--- src/rtl/scan_mux_pkg.sv ---
// scan_mux_pkg: shared FSM states, mode encoding and channel-index width helper
package scan_mux_pkg;
  typedef enum logic [1:0] {IDLE, MANUAL, SCAN} state_e;
  localparam logic MODE_MANUAL = 1'b0;
  localparam logic MODE_SCAN = 1'b1;
  function automatic int idx_w(int n);
    return n > 2 ? $clog2(n) : 1;
  endfunction
endpackage

--- src/rtl/scan_mux_if.sv ---
// scan_mux_if: channel data, controls and registered outputs of scan_mux
interface scan_mux_if #(parameter int WIDTH = 4, parameter int CHANNELS = 4);
  localparam int IW = scan_mux_pkg::idx_w(CHANNELS);
  logic [CHANNELS*WIDTH-1:0] data_in;
  logic [IW-1:0] sel;
  logic mode;
  logic enable;
  logic [WIDTH-1:0] y;
  logic [IW-1:0] active_ch;
  logic valid;
  modport master (output data_in, sel, mode, enable, input y, active_ch, valid);
  modport slave (input data_in, sel, mode, enable, output y, active_ch, valid);
endinterface

--- src/rtl/scan_mux_ch_decoder.sv ---
// ch_decoder: channel index to one-hot select plus in-range flag
module ch_decoder #(
  parameter int CHANNELS = 4,
  parameter int IW = 2
) (
  input  logic [IW-1:0]       idx,
  output logic [CHANNELS-1:0] onehot,
  output logic                in_range
);
  always_comb begin
    onehot = '0;
    for (int k = 0; k < CHANNELS; k++) onehot[k] = int'(idx) == k;
    in_range = |onehot;
  end
endmodule

--- src/rtl/scan_mux.sv ---
// scan_mux: registered manual/scanning channel multiplexer with per-channel dwell
module scan_mux
  import scan_mux_pkg::*;
#(
  parameter int WIDTH = 4,
  parameter int CHANNELS = 4,
  parameter int DWELL = 4
) (
  input logic       clk,
  input logic       rst_n,
  scan_mux_if.slave bus
);
  localparam int IW = idx_w(CHANNELS);
  state_e state_q, state_d;
  logic [IW-1:0] ch_q, ch_d, idx, scan_ch;
  logic [7:0] cnt_q, cnt_d;
  logic [WIDTH-1:0] y_q, y_d, pick;
  logic valid_q, valid_d, wrap, in_range;
  logic [CHANNELS-1:0] onehot;
  always_comb begin
    state_d = !bus.enable ? IDLE : bus.mode == MODE_MANUAL ? MANUAL : SCAN;
    wrap = state_q == SCAN && cnt_q == 8'(DWELL - 1);
    scan_ch = !wrap ? ch_q : ch_q == IW'(CHANNELS - 1) ? '0 : ch_q + 1'b1;
    idx = state_d == MANUAL ? bus.sel : scan_ch;
  end
  ch_decoder #(.CHANNELS(CHANNELS), .IW(IW)) u_dec (
    .idx      (idx),
    .onehot   (onehot),
    .in_range (in_range)
  );
  // first SCAN cycle after any other state keeps the channel and restarts the dwell
  always_comb begin
    pick = '0;
    for (int k = 0; k < CHANNELS; k++) pick |= bus.data_in[k*WIDTH +: WIDTH] & {WIDTH{onehot[k]}};
    valid_d = state_d != IDLE && in_range;
    y_d = valid_d ? pick : '0;
    ch_d = valid_d ? idx : ch_q;
    cnt_d = state_d == SCAN && state_q == SCAN && !wrap ? cnt_q + 8'd1 : '0;
  end
  always_ff @(posedge clk) begin
    if (!rst_n) begin
      state_q <= IDLE;
      ch_q <= '0;
      cnt_q <= '0;
      y_q <= '0;
      valid_q <= 1'b0;
    end else begin
      state_q <= state_d;
      ch_q <= ch_d;
      cnt_q <= cnt_d;
      y_q <= y_d;
      valid_q <= valid_d;
    end
  end
  assign bus.y = y_q;
  assign bus.active_ch = ch_q;
  assign bus.valid = valid_q;
endmodule
--- src/flat_wrapper.sv ---
// flat-port wrapper written by rule: the top's interface ports become plain ports
module scan_mux_flat import scan_mux_pkg::*;
#(
  parameter int WIDTH = 4,
  parameter int CHANNELS = 4,
  parameter int DWELL = 4
)
  (clk, rst_n, bus_data_in, bus_sel, bus_mode, bus_enable, bus_y, bus_active_ch, bus_valid);
  scan_mux_if #(.WIDTH(WIDTH), .CHANNELS(CHANNELS)) bus_i ();
  input logic clk;
  input logic rst_n;
  input wire logic [$bits(bus_i.data_in)-1:0] bus_data_in;
  input wire logic [$bits(bus_i.sel)-1:0] bus_sel;
  input wire logic [$bits(bus_i.mode)-1:0] bus_mode;
  input wire logic [$bits(bus_i.enable)-1:0] bus_enable;
  output wire logic [$bits(bus_i.y)-1:0] bus_y;
  output wire logic [$bits(bus_i.active_ch)-1:0] bus_active_ch;
  output wire logic [$bits(bus_i.valid)-1:0] bus_valid;
  assign bus_i.data_in = bus_data_in;
  assign bus_i.sel = bus_sel;
  assign bus_i.mode = bus_mode;
  assign bus_i.enable = bus_enable;
  assign bus_y = bus_i.y;
  assign bus_active_ch = bus_i.active_ch;
  assign bus_valid = bus_i.valid;
  scan_mux #(.WIDTH(WIDTH), .CHANNELS(CHANNELS), .DWELL(DWELL)) u_core (.clk(clk), .rst_n(rst_n), .bus(bus_i));
endmodule
--- config.mk ---
export PLATFORM = sky130hd
export DESIGN_NAME = scan_mux_flat
export DESIGN_NICKNAME = d
export VERILOG_FILES = /design/src/rtl/scan_mux_pkg.sv /design/src/rtl/scan_mux_if.sv /design/src/rtl/scan_mux_ch_decoder.sv /design/src/rtl/scan_mux.sv /design/src/flat_wrapper.sv
export SDC_FILE = /design/constraint.sdc
export NUM_CORES = 1
export LEC_CHECK = 0
export ABC_AREA = 1
export CORE_UTILIZATION = 40
export CTS_CLUSTER_SIZE = 14
export DETAILED_ROUTE_END_ITERATION = 12
export GPL_TIMING_DRIVEN = 0
export MAX_ROUTING_LAYER = met4
export PLACE_DENSITY = 0.74
export SYNTH_ARGS = -nofsm -noshare
export SYNTH_HDL_FRONTEND = slang
export SYNTH_SLANG_ARGS = --single-unit
--- constraint.sdc ---
create_clock -name clk -period 1.7 [get_ports clk]
set_clock_uncertainty 0.05 [all_clocks]
set_input_delay 0.34 -clock clk [delete_from_list [all_inputs] [get_ports clk]]
set_output_delay 0.34 -clock clk [all_outputs]
set_load 0.01 [all_outputs]
# Word-level counts from Yosys, hierarchy flattened
# Index checks and enable logic that the tools add are counted.
classes:
  add_sub_neg: 2
  n_reduce_logical: 10
  n_bitwise: 7
  n_eq_ne: 8
  n_mux: 5
op_table:
  columns: ["operator", "n"]
  rows:
  - ["$and 4x4->4", 4]
  - ["$or 4x4->4", 3]
  - ["$eq 2x2->1 const B", 5]
  - ["$mux 2", 5]
  - ["$add 8x1->8 const B", 1]
  - ["$eq 8x2->1 const B", 1]
  - ["$eq 2x1->1 const B", 2]
  - ["$logic_and 1x1->1", 4]
  - ["$reduce_and 2->1", 2]
  - ["$reduce_or 4->1", 1]
  - ["$add 2x1->2 const B", 1]
  - ["$logic_not 2->1", 1]
  - ["$reduce_bool 2->1", 1]
  - ["$logic_not 1->1", 1]
word_totals:
  regBits: 17
  inputBits: 22
  output_inout_bits: 7

# Longest topological paths before layout
# Gate-level depths: netlist (run 1).
logic_depth:
  word_depth: 9
  ltp_mapped: 13

# By module
# A second synthesis (run 1) with hierarchy kept.
unflattened:
  hier_cells: 126
  hier_area_um2: 860.8
by_module_without_submodules:
  columns: ["mod", "cells_each", "n_inst", "area_each_um2"]
  rows:
  - ["scan_mux", 117, 1, 823.3]
  - ["ch_decoder", 9, 1, 37.5]

# Worst setup path after synthesis (run 1)
# OpenSTA, ideal clock, no wires.
synth_timing:
  kind: "register to register"
  startpoint: "register u_core.cnt_q[0]"
  endpoint: "register u_core.y_q[0], in the netlist u_core.bus.y[0]"
  path_slack_ns: 0.093
  setup_ns: 0.120
  n_path_buf: 1
  stages_incl_launch_ff: 14
  required_ns: 1.530
  arrival_ns: 1.438
  path_cell_list: "dfxtp_1 > ha_1 > nand2_2 > nor2_4 > nand2_2 > nand2_1 > nand3_2 > nand2_2 > buf_6 > inv_4 > nand3_1 > nand2_1 > nor2_1 > nor2_1"
synth_via:
  elab_chain_len: 9
  elab_cells_between_ends: 18
  cone_classes: "eq/ne (4); mux (2); bitwise (7); reduce/logical (5)"
synth_rtl:
  columns: ["item", "line", "text"]
  rows:
  - ["from (decl)", "scan_mux.sv:16", "logic [7:0] cnt_q, cnt_d;"]
  - ["from (signal assigned)", "scan_mux.sv:50", "cnt_q <= cnt_d;"]
  - ["$eq 8x2->1 (*)", "scan_mux.sv:22", "wrap = state_q == SCAN && cnt_q == 8'(DWELL - 1);"]
  - ["$logic_and 1x1->1 (*)", "scan_mux.sv:22", null]
  - ["$mux 2 (*)", "scan_mux.sv:23", "scan_ch = !wrap ? ch_q : ch_q == IW'(CHANNELS - 1) ? '0 : ch_q + 1'b1;"]
  - ["$mux 2 (*)", "scan_mux.sv:24", "idx = state_d == MANUAL ? bus.sel : scan_ch;"]
  - ["$eq 2x2->1 / $logic_not 2->1 (equally long branches)", "scan_mux_ch_decoder.sv:12", "for (int k = 0; k < CHANNELS; k++) onehot[k] = int'(idx) == k;"]
  - ["$and 4x4->4", "scan_mux.sv:34", "for (int k = 0; k < CHANNELS; k++) pick |= bus.data_in[k*WIDTH +: WIDTH] & {WIDTH{onehot[k]}};"]
  - ["$or 4x4->4 (3 in a row)", "scan_mux.sv:34", null]
  - ["to (signal assigned)", "scan_mux.sv:51", "y_q <= y_d;"]
  - ["to (decl)", "scan_mux.sv:17", "logic [WIDTH-1:0] y_q, y_d, pick;"]
# Every way passes the cells marked *; elsewhere a longest branch is shown, timed or not.
# A chain may end at the register's enable or synchronous reset.

# Worst setup path in the final report (run 1)
layout_timing:
  startpoint: "register u_core.ch_q[0], in the netlist u_core.bus.active_ch[0]"
  endpoint: "output port bus_active_ch[0]"
layout_lines:
  columns: ["item", "line", "text"]
  rows:
  - ["from (decl)", "scan_mux.sv:15", "logic [IW-1:0] ch_q, ch_d, idx, scan_ch;"]
  - ["from (signal assigned)", "scan_mux.sv:49", "ch_q <= ch_d;"]
  - ["to (decl)", "flat_wrapper.sv:17", "output wire logic [$bits(bus_i.active_ch)-1:0] bus_active_ch;"]
# No word-level cell between the ends.

==> results of run 1 <==
==> where the power goes <==
group | internal (mW) | switching [mW]
Clock | 0.0897 | 0.140
Sequential | 0.409 | 0.00767
Combinational | 0.0998 | 0.0831
==> kinds of logic (layout without fill, tap and decap cells) <==
group | Yosys count | after routing
fa+ha+maj | 2 | 2
xor+xnor | 3 | 3
simple gates | 76 | 76
buf+inv | 13 | 49
compound gates | 8 | 8
flops | 17 | 17
==> synthesized netlist by cell type (all sizes together) <==
cell type / n
nor3: 2
o21ai: 2
xor2: 2
buf: 1
a21boi: 1
nand2: 28
xnor2: 1
nor2: 23
nand3: 18
or2: 2
dfxtp: 17
nand4: 3
ha: 2
inv: 12
a21oi: 5
==> registers in the layout, indices dropped and copies added, names as in the netlist <==
| register | flops |
|---|---|
| u_core.state_q | 2 |
| u_core.bus.y | 4 |
| u_core.bus.active_ch | 2 |
| u_core.bus.valid | 1 |
| u_core.cnt_q | 8 |
==> cell usage in the layout, fill, tap and decap left out <==
master,Yosys,routed
nand4_1,3,3
nor2_2,2,2
dfxtp_2,0,2
ha_4,0,1
buf_4,0,3
buf_6,1,1
nand3_1,15,14
nand3_2,3,4
inv_4,1,1
clkdlybuf4s50_1,0,27
dfxtp_1,17,13
clkbuf_4,0,3
dlymetal6s2s_1,0,1
nand2_1,23,21
a21oi_1,5,5
buf_2,0,1
or2_2,1,1
clkinvlp_4,0,1
a21boi_0,1,1
dfxtp_4,0,2
nor3_1,2,2
or2_1,1,1
ha_1,2,1
o21ai_0,2,2
xor2_1,2,2
nand2_2,3,3
nand2_4,2,4
nor2_4,2,3
inv_2,2,2
xnor2_1,1,1
nor2_1,19,18
inv_1,9,9
==> routing by layer <==
layer  routed length [µm]  part of all wire (%)  vias to the layer above  track usage, %
li1                     -                     -                      454               -
met1                  811                    41                      377            16.7
met2                 1050                    53                       26            33.8
met3                   92                   4.6                        4            5.66
met4                   29                   1.5                        0            8.82
met5                    0                     0                        -               -
==> repair_timing <==
action                                  CTS  global route
endpoints found under the setup margin    5            12
buffers inserted                          0             3
gates cloned                              0             1
resized for setup                         5            11
pin swaps                                 0             9
==> through the flow <==
stage	utilization [%]	worst slack, ps
after floorplan	-	92.6
after global placement	59.3	-264
after detailed placement	59.3	-304
after CTS	61.6	26.5
after global routing	64.8	-35.1
final	64.8	70.9
==> worst register-to-register path, delay by kind of cell, from the launching register on <==
| family | cells | cell delay (ps) |
|---|---|---|
| and+or+nand+nor | 10 | 810 |
| DFF | 1 | 390 |
| adders and majority gates | 1 | 150 |
| buffers and inverters | 1 | 120 |
==> area by class of cell <==
cell class / instances / area share [%]
buffer: 1 / 0.868
clock buffer: 3 / 1.74
clock inverter: 1 / 0.579
inverter: 12 / 3.66
multi-input combinational: 89 / 39.6
sequential: 17 / 27.0
tap: 27 / 2.60
timing repair buffer: 32 / 23.9
==> how the worst max path moves through the flow <==
| stage | end | slack, ps | cells past startpoint |
|---|---|---|---|
| global placement | u_core.cnt_q[2] | -260 | 5 |
| finish | bus_active_ch[0] | 70 | 1 |
| global route | u_core.bus.y[3] | -40 | 12 |
| detailed placement | u_core.cnt_q[2] | -300 | 5 |
| CTS | u_core.cnt_q[2] | 30 | 5 |
| floorplan | u_core.bus.y[0] | 90 | 13 |
==> out/metrics.yaml, run 1 <==
status: "finished clean"
dieHeight_um: 48.7
port_buffers: 28
critPathLaunchType: "flop"
worstHoldStart: "bus_enable"
remaining_drc_errors: 0
synth_area_per_cell_um2: 7.34
rows: 16
total_power_mw: 0.829
grt_overflow_total: 0
root_buffer: "clkbuf_4"
synth_seq_cells: 17
coreArea_um2: 2000
grtUsageTotal_pct: 18.2
grt_pass1_wl_mm: 3.16
cts_tree: "yes"
setup_viol: 0
netlist-cell-type-count: 23
ir_worst_vdd_mv: 0.428
syn_nets: 143
p_leak_nw: 0.537
cp_max_fo: 6
ant_nets: 0
grt_pass1_vias: 803
antenna_found_initial: 0
rr_startpoint: "u_core.cnt_q[1]"
h-tree-depth: 1
min_to: "u_core.bus.active_ch[0]"
synth-simple-area-share_pct: 43.6
routedWlPerCell_um: 10.9
synth_top_area_share_pct: 39.0
multiInputGateArea_um2: 514
synth_top_family_by_area: "simple AND/OR/NAND/NOR gates"
layout-drive-gt1-share_pct: 21.9
yosys_warnings: 0
fin_area_um2: 1300
whs_ps: 346
worst_pin_slew_ps: 261
antennaDiodeCount: 0
instances_no_fill: 182
initial_core_util_pct: 43.6
crit_chain: "clkdlybuf4s50_1"
endpoint_kind: "output pin"
fillers: 183
crit_family: "buffers and inverters"
nNetsFinal: 180
cts_made_buffers: 3
crit_start: "u_core.bus.active_ch[0]"
fin_crit_ps: 1630
reg2regPathDepth: 12
critical_path_class: "flop to output pin"
synth_xor_area_share_pct: 3.01
setup_tns_ps: 0
clk_latency_ps: 300
syn_area_um2: 873
r2r_end: "u_core.bus.y[3]"
max_stage_delay_ps: 540
synth.area.top_cells: "dfxtp_1, nand2_1, nand3_1, nor2_1, inv_1"
synth.mux.area_fraction_pct: 0
clkTransAtPathRegs_ps: 110
hp-class: "primary input to flop"
synth_area_leader_cell: "dfxtp_1"
die_w_um: 48.7
vias_per_cell: 4.73
cts_sinks: 17
critPathBufInv: 1
ctsHoldBuffers: 0
drt-total-wl_mm: 1.98
ioPinCount: 29
worstPathRequired_ps: 1310
drv_slew: 0
regToRegSetupSlack_ps: 110
placedCellCount: 174
whs_path_depth: 2
vias: 861
drt_iter0_markers: 9
synthAdderAreaFrac_pct: 2.87
critical_path_arrival_ps: 1240
synth-compound-area-share_pct: 4.87
die_area_um2: 2370
maxSlewHeadroom_pct: 82.6
cp_slowest_cell: "clkdlybuf4s50_1"
synthCells: 119
regArea_um2: 350
syn_to_final_growth_pct: 48.6
final.period_utilization_pct: 95.8
fmax_mhz: 614
dpl_cell_area_um2: 1190
drtPass1Iterations: 4
hpwl_mm: 1.46
clockBufferDepth: 2
cap_violations: 0
power_density_nw_per_um2: 639
ys_seq_area_share_pct: 39.0
hold_viol: 0
gp_congestion: 0.793
grt_max_degree: 12
rsz0062_at_grt: "yes"
(Power assumes the default switching activity.)
==> run 2: changes to the inputs <==
--- a/config.mk
+++ b/config.mk
@@ -6,12 +6,15 @@
 export NUM_CORES = 1
 export LEC_CHECK = 0
 export ABC_AREA = 1
-export CORE_UTILIZATION = 40
+export CORE_MARGIN = 10
+export CORE_UTILIZATION = 42
+export CTS_BUF_LIST = sky130_fd_sc_hd__clkbuf_8
 export CTS_CLUSTER_SIZE = 14
 export DETAILED_ROUTE_END_ITERATION = 12
 export GPL_TIMING_DRIVEN = 0
 export MAX_ROUTING_LAYER = met4
-export PLACE_DENSITY = 0.74
+export PLACE_DENSITY = 0.77
+export SLEW_MARGIN = 20
 export SYNTH_ARGS = -nofsm -noshare
 export SYNTH_HDL_FRONTEND = slang
 export SYNTH_SLANG_ARGS = --single-unit
==> run 2 against run 1 <==
Compared with the run above: total power rose by 9.8%; clock power rose by 34%; sequential share of layout area fell by 0.71 points; critical path depth rose by 12; maximum frequency fell by 0.22%; non-clock buffer count did not move; critical path type is now flop to flop.
==> out/metrics.yaml, run 2 (synthesis results as in run 1) <==
cap_violations: 0  # unchanged
grt_pass1_wl_mm: 3.59  # was 3.16 mm
p_int_mw: 0.673  # was 0.598 mW
grt_pass1_vias: 889  # was 803
remaining_drc_errors: 0  # unchanged
p_leak_nw: 0.544  # was 0.537 nW
ir_worst_vdd_mv: 0.636  # was 0.428 mV
syn_to_final_growth_pct: 52.0  # was 48.6%
largest_reg_flops: 8  # unchanged
dieHeight_um: 65.6  # was 48.7 µm
grt_max_degree: 12  # unchanged
worstPathRequired_ps: 1790  # was 1310 ps
layout_commonest_cell: "clkdlybuf4s50_1"  # unchanged
cp_max_fo: 5  # was 6
rsz0062_at_grt: "yes"  # unchanged
pwr-share-comb_pct: 20.7  # was 22.1%
cts_sinks: 17  # unchanged
root_buffer: "clkbuf_8"  # was clkbuf_4
critical_path_arrival_ps: 1720  # was 1240 ps
worstHoldStart: "bus_enable"  # unchanged
setup_viol: 0  # unchanged
routedWlPerCell_um: 12.2  # was 10.9 µm
whs_path_depth: 2  # unchanged
die_w_um: 65.6  # was 48.7 µm
layout-drive-gt1-share_pct: 24.5  # was 21.9%
rows: 16  # unchanged
fin_crit_ps: 1630  # about the same
grt_overflow_total: 0  # unchanged
power.share.switching_pct: 26.0  # was 27.8%
clkTransAtPathRegs_ps: 70  # was 110 ps
regToRegSetupSlack_ps: 70  # was 110 ps
r2r_end: "u_core.bus.y[3]"  # unchanged
endpoint_kind: "flop"  # was output pin
h-tree-depth: 1  # unchanged
clkPwrFrac_pct: 33.6  # was 27.7%
hp-class: "primary input to flop"  # unchanged
switchingPower_mw: 0.237  # was 0.230 mW
cts_made_buffers: 3  # unchanged
final_cell_mix: "clkdlybuf4s50_1, nand2_1, nor2_1, dfxtp_1, nand3_1"  # was clkdlybuf4s50_1, nand2_1, nor2_1, nand3_1, dfxtp_1
antenna_found_initial: 0  # unchanged
grtUsageTotal_pct: 10.5  # was 18.2%
gp_congestion: 0.729  # was 0.793
ioPinCount: 29  # unchanged
final.period_utilization_pct: 96.0  # was 95.8%
hold_viol: 0  # unchanged
initial_core_util_pct: 44.5  # was 43.6%
antennaDiodeCount: 0  # unchanged
drtPass1Iterations: 4  # unchanged
clockBufferDepth: 2  # unchanged
critical_path_class: "flop to flop"  # was flop to output pin
hpwl_mm: 1.72  # was 1.46 mm
status: "finished clean"  # unchanged
vias: 875  # was 861
seq_power_share_pct: 45.6  # was 50.3%
largest-register: "u_core.cnt_q"  # unchanged
die_area_um2: 4300  # was 2370 µm²
rr_startpoint: "u_core.cnt_q[0]"  # was u_core.cnt_q[1]
fin_util_pct: 67.7  # was 64.8%
clk_latency_ps: 250  # was 300 ps
cts_tree: "yes"  # unchanged
instances_no_fill: 182  # unchanged
reg2regPathDepth: 13  # was 12
placedCellCount: 174  # unchanged
coreArea_um2: 1960  # was 2000 µm²
worst_pin_slew_ps: 246  # was 261 ps
power_density_nw_per_um2: 686  # was 639 nW/µm²
maxSlewHeadroom_pct: 83.6  # was 82.6%
ant_nets: 0  # unchanged
vias_per_cell: 4.81  # was 4.73
drt_iter0_markers: 34  # was 9
drv_slew: 0  # unchanged
fmax_mhz: 613  # was 614 MHz
nNetsFinal: 180  # unchanged
critPathLaunchType: "flop"  # unchanged
drt-total-wl_mm: 2.21  # was 1.98 mm
port_buffers: 28  # unchanged
fillers: 190  # was 183
min_to: "u_core.bus.active_ch[0]"  # unchanged
-- run 2: changes by cell type in the layout (fill, tap and decap cells not counted) --
cell	delta
nand2_2	+1
nand3_2	+1
inv_2	+1
clkbuf_4	-3
nand3_1	-1
nand2_1	-1
inv_1	-1
dfxtp_2	-1
nor2_2	+2
nor2_1	-2
dfxtp_1	+1
clkbuf_8	+3
-- run 2: power by group through the flow --
stage	Clock (mW)	Combinational [mW]	Sequential, mW
2_1_floorplan	0	0.0798	0.432
3_3_place_gp	0	0.171	0.427
3_5_place_dp	0	0.174	0.427
4_1_cts	0.311	0.175	0.418
5_1_grt	0.334	0.207	0.417
6_report	0.306	0.189	0.415
-- run 2: per-layer routing --
| metal | GRT usage, % | share of wire, % | wire length [µm] | up-vias |
|---|---|---|---|---|
| met2 | 18.9 | 52 | 1140 | 26 |
| met4 | 2.41 | 0.54 | 12 | 0 |
| met5 | - | 0 | 0 | - |
| met3 | 4.24 | 5.4 | 120 | 2 |
| li1 | - | - | - | 455 |
| met1 | 10.4 | 42 | 937 | 392 |
-- run 2: per-stage QoR --
| stage | hold slack, ps | setup WS (ps) | power [mW] | instance area [µm²] | TNS (ps) |
|---|---|---|---|---|---|
| CTS | 431 | 2.35 | 0.904 | 1250 | 0 |
| floorplan | 362 | 92.6 | 0.512 | 873 | 0 |
| detailed placement | 414 | -268 | 0.602 | 1190 | -2890 |
| global placement | 413 | -265 | 0.598 | 1190 | -2860 |
| global route | 417 | -57.9 | 0.957 | 1330 | -129 |
| finish | 393 | 67.4 | 0.910 | 1330 | 0 |
-- run 2: final cells by class --
class	count	area [µm²]	area share [%]
multi-input cells	89	527	39.7
well taps	27	33.8	2.54
clock buffers	3	41.3	3.11
plain buffers	1	11.3	0.848
repair buffers	32	310	23.4
clock inverters	1	7.51	0.566
flip-flops and latches	17	349	26.3
inverters	12	47.5	3.58
-- run 2: how the worst max path moves through the flow --
stage | end | start
after floorplan | u_core.bus.y[0] | u_core.cnt_q[0]
after global placement | u_core.cnt_q[2] | bus_enable
after detailed placement | u_core.cnt_q[2] | bus_enable
after CTS | u_core.cnt_q[2] | bus_enable
after global routing | u_core.bus.y[2] | u_core.cnt_q[4]
final | u_core.bus.y[3] | u_core.cnt_q[0]
-- run 2: repair_timing --
action | CTS | global route
hold endpoints to repair | 0 | 0
hold buffers | 0 | 0
setup endpoints to repair | 4 | 12
pin swaps | 0 | 12
buffers inserted | 0 | 3
resized for setup | 4 | 16
cloned | 0 | 1
-- run 2: critical path, stage by stage, from the launching register on --
cell,delay (ps)
dfxtp_4,380
ha_4,160
nand2_4,60
nor2_4,120
nand2_2,90
nand2_2,70
nand3_2,80
nand2_4,100
buf_6,120
inv_4,40
nand3_2,60
nand2_2,50
nor2_2,100
nor2_1,40
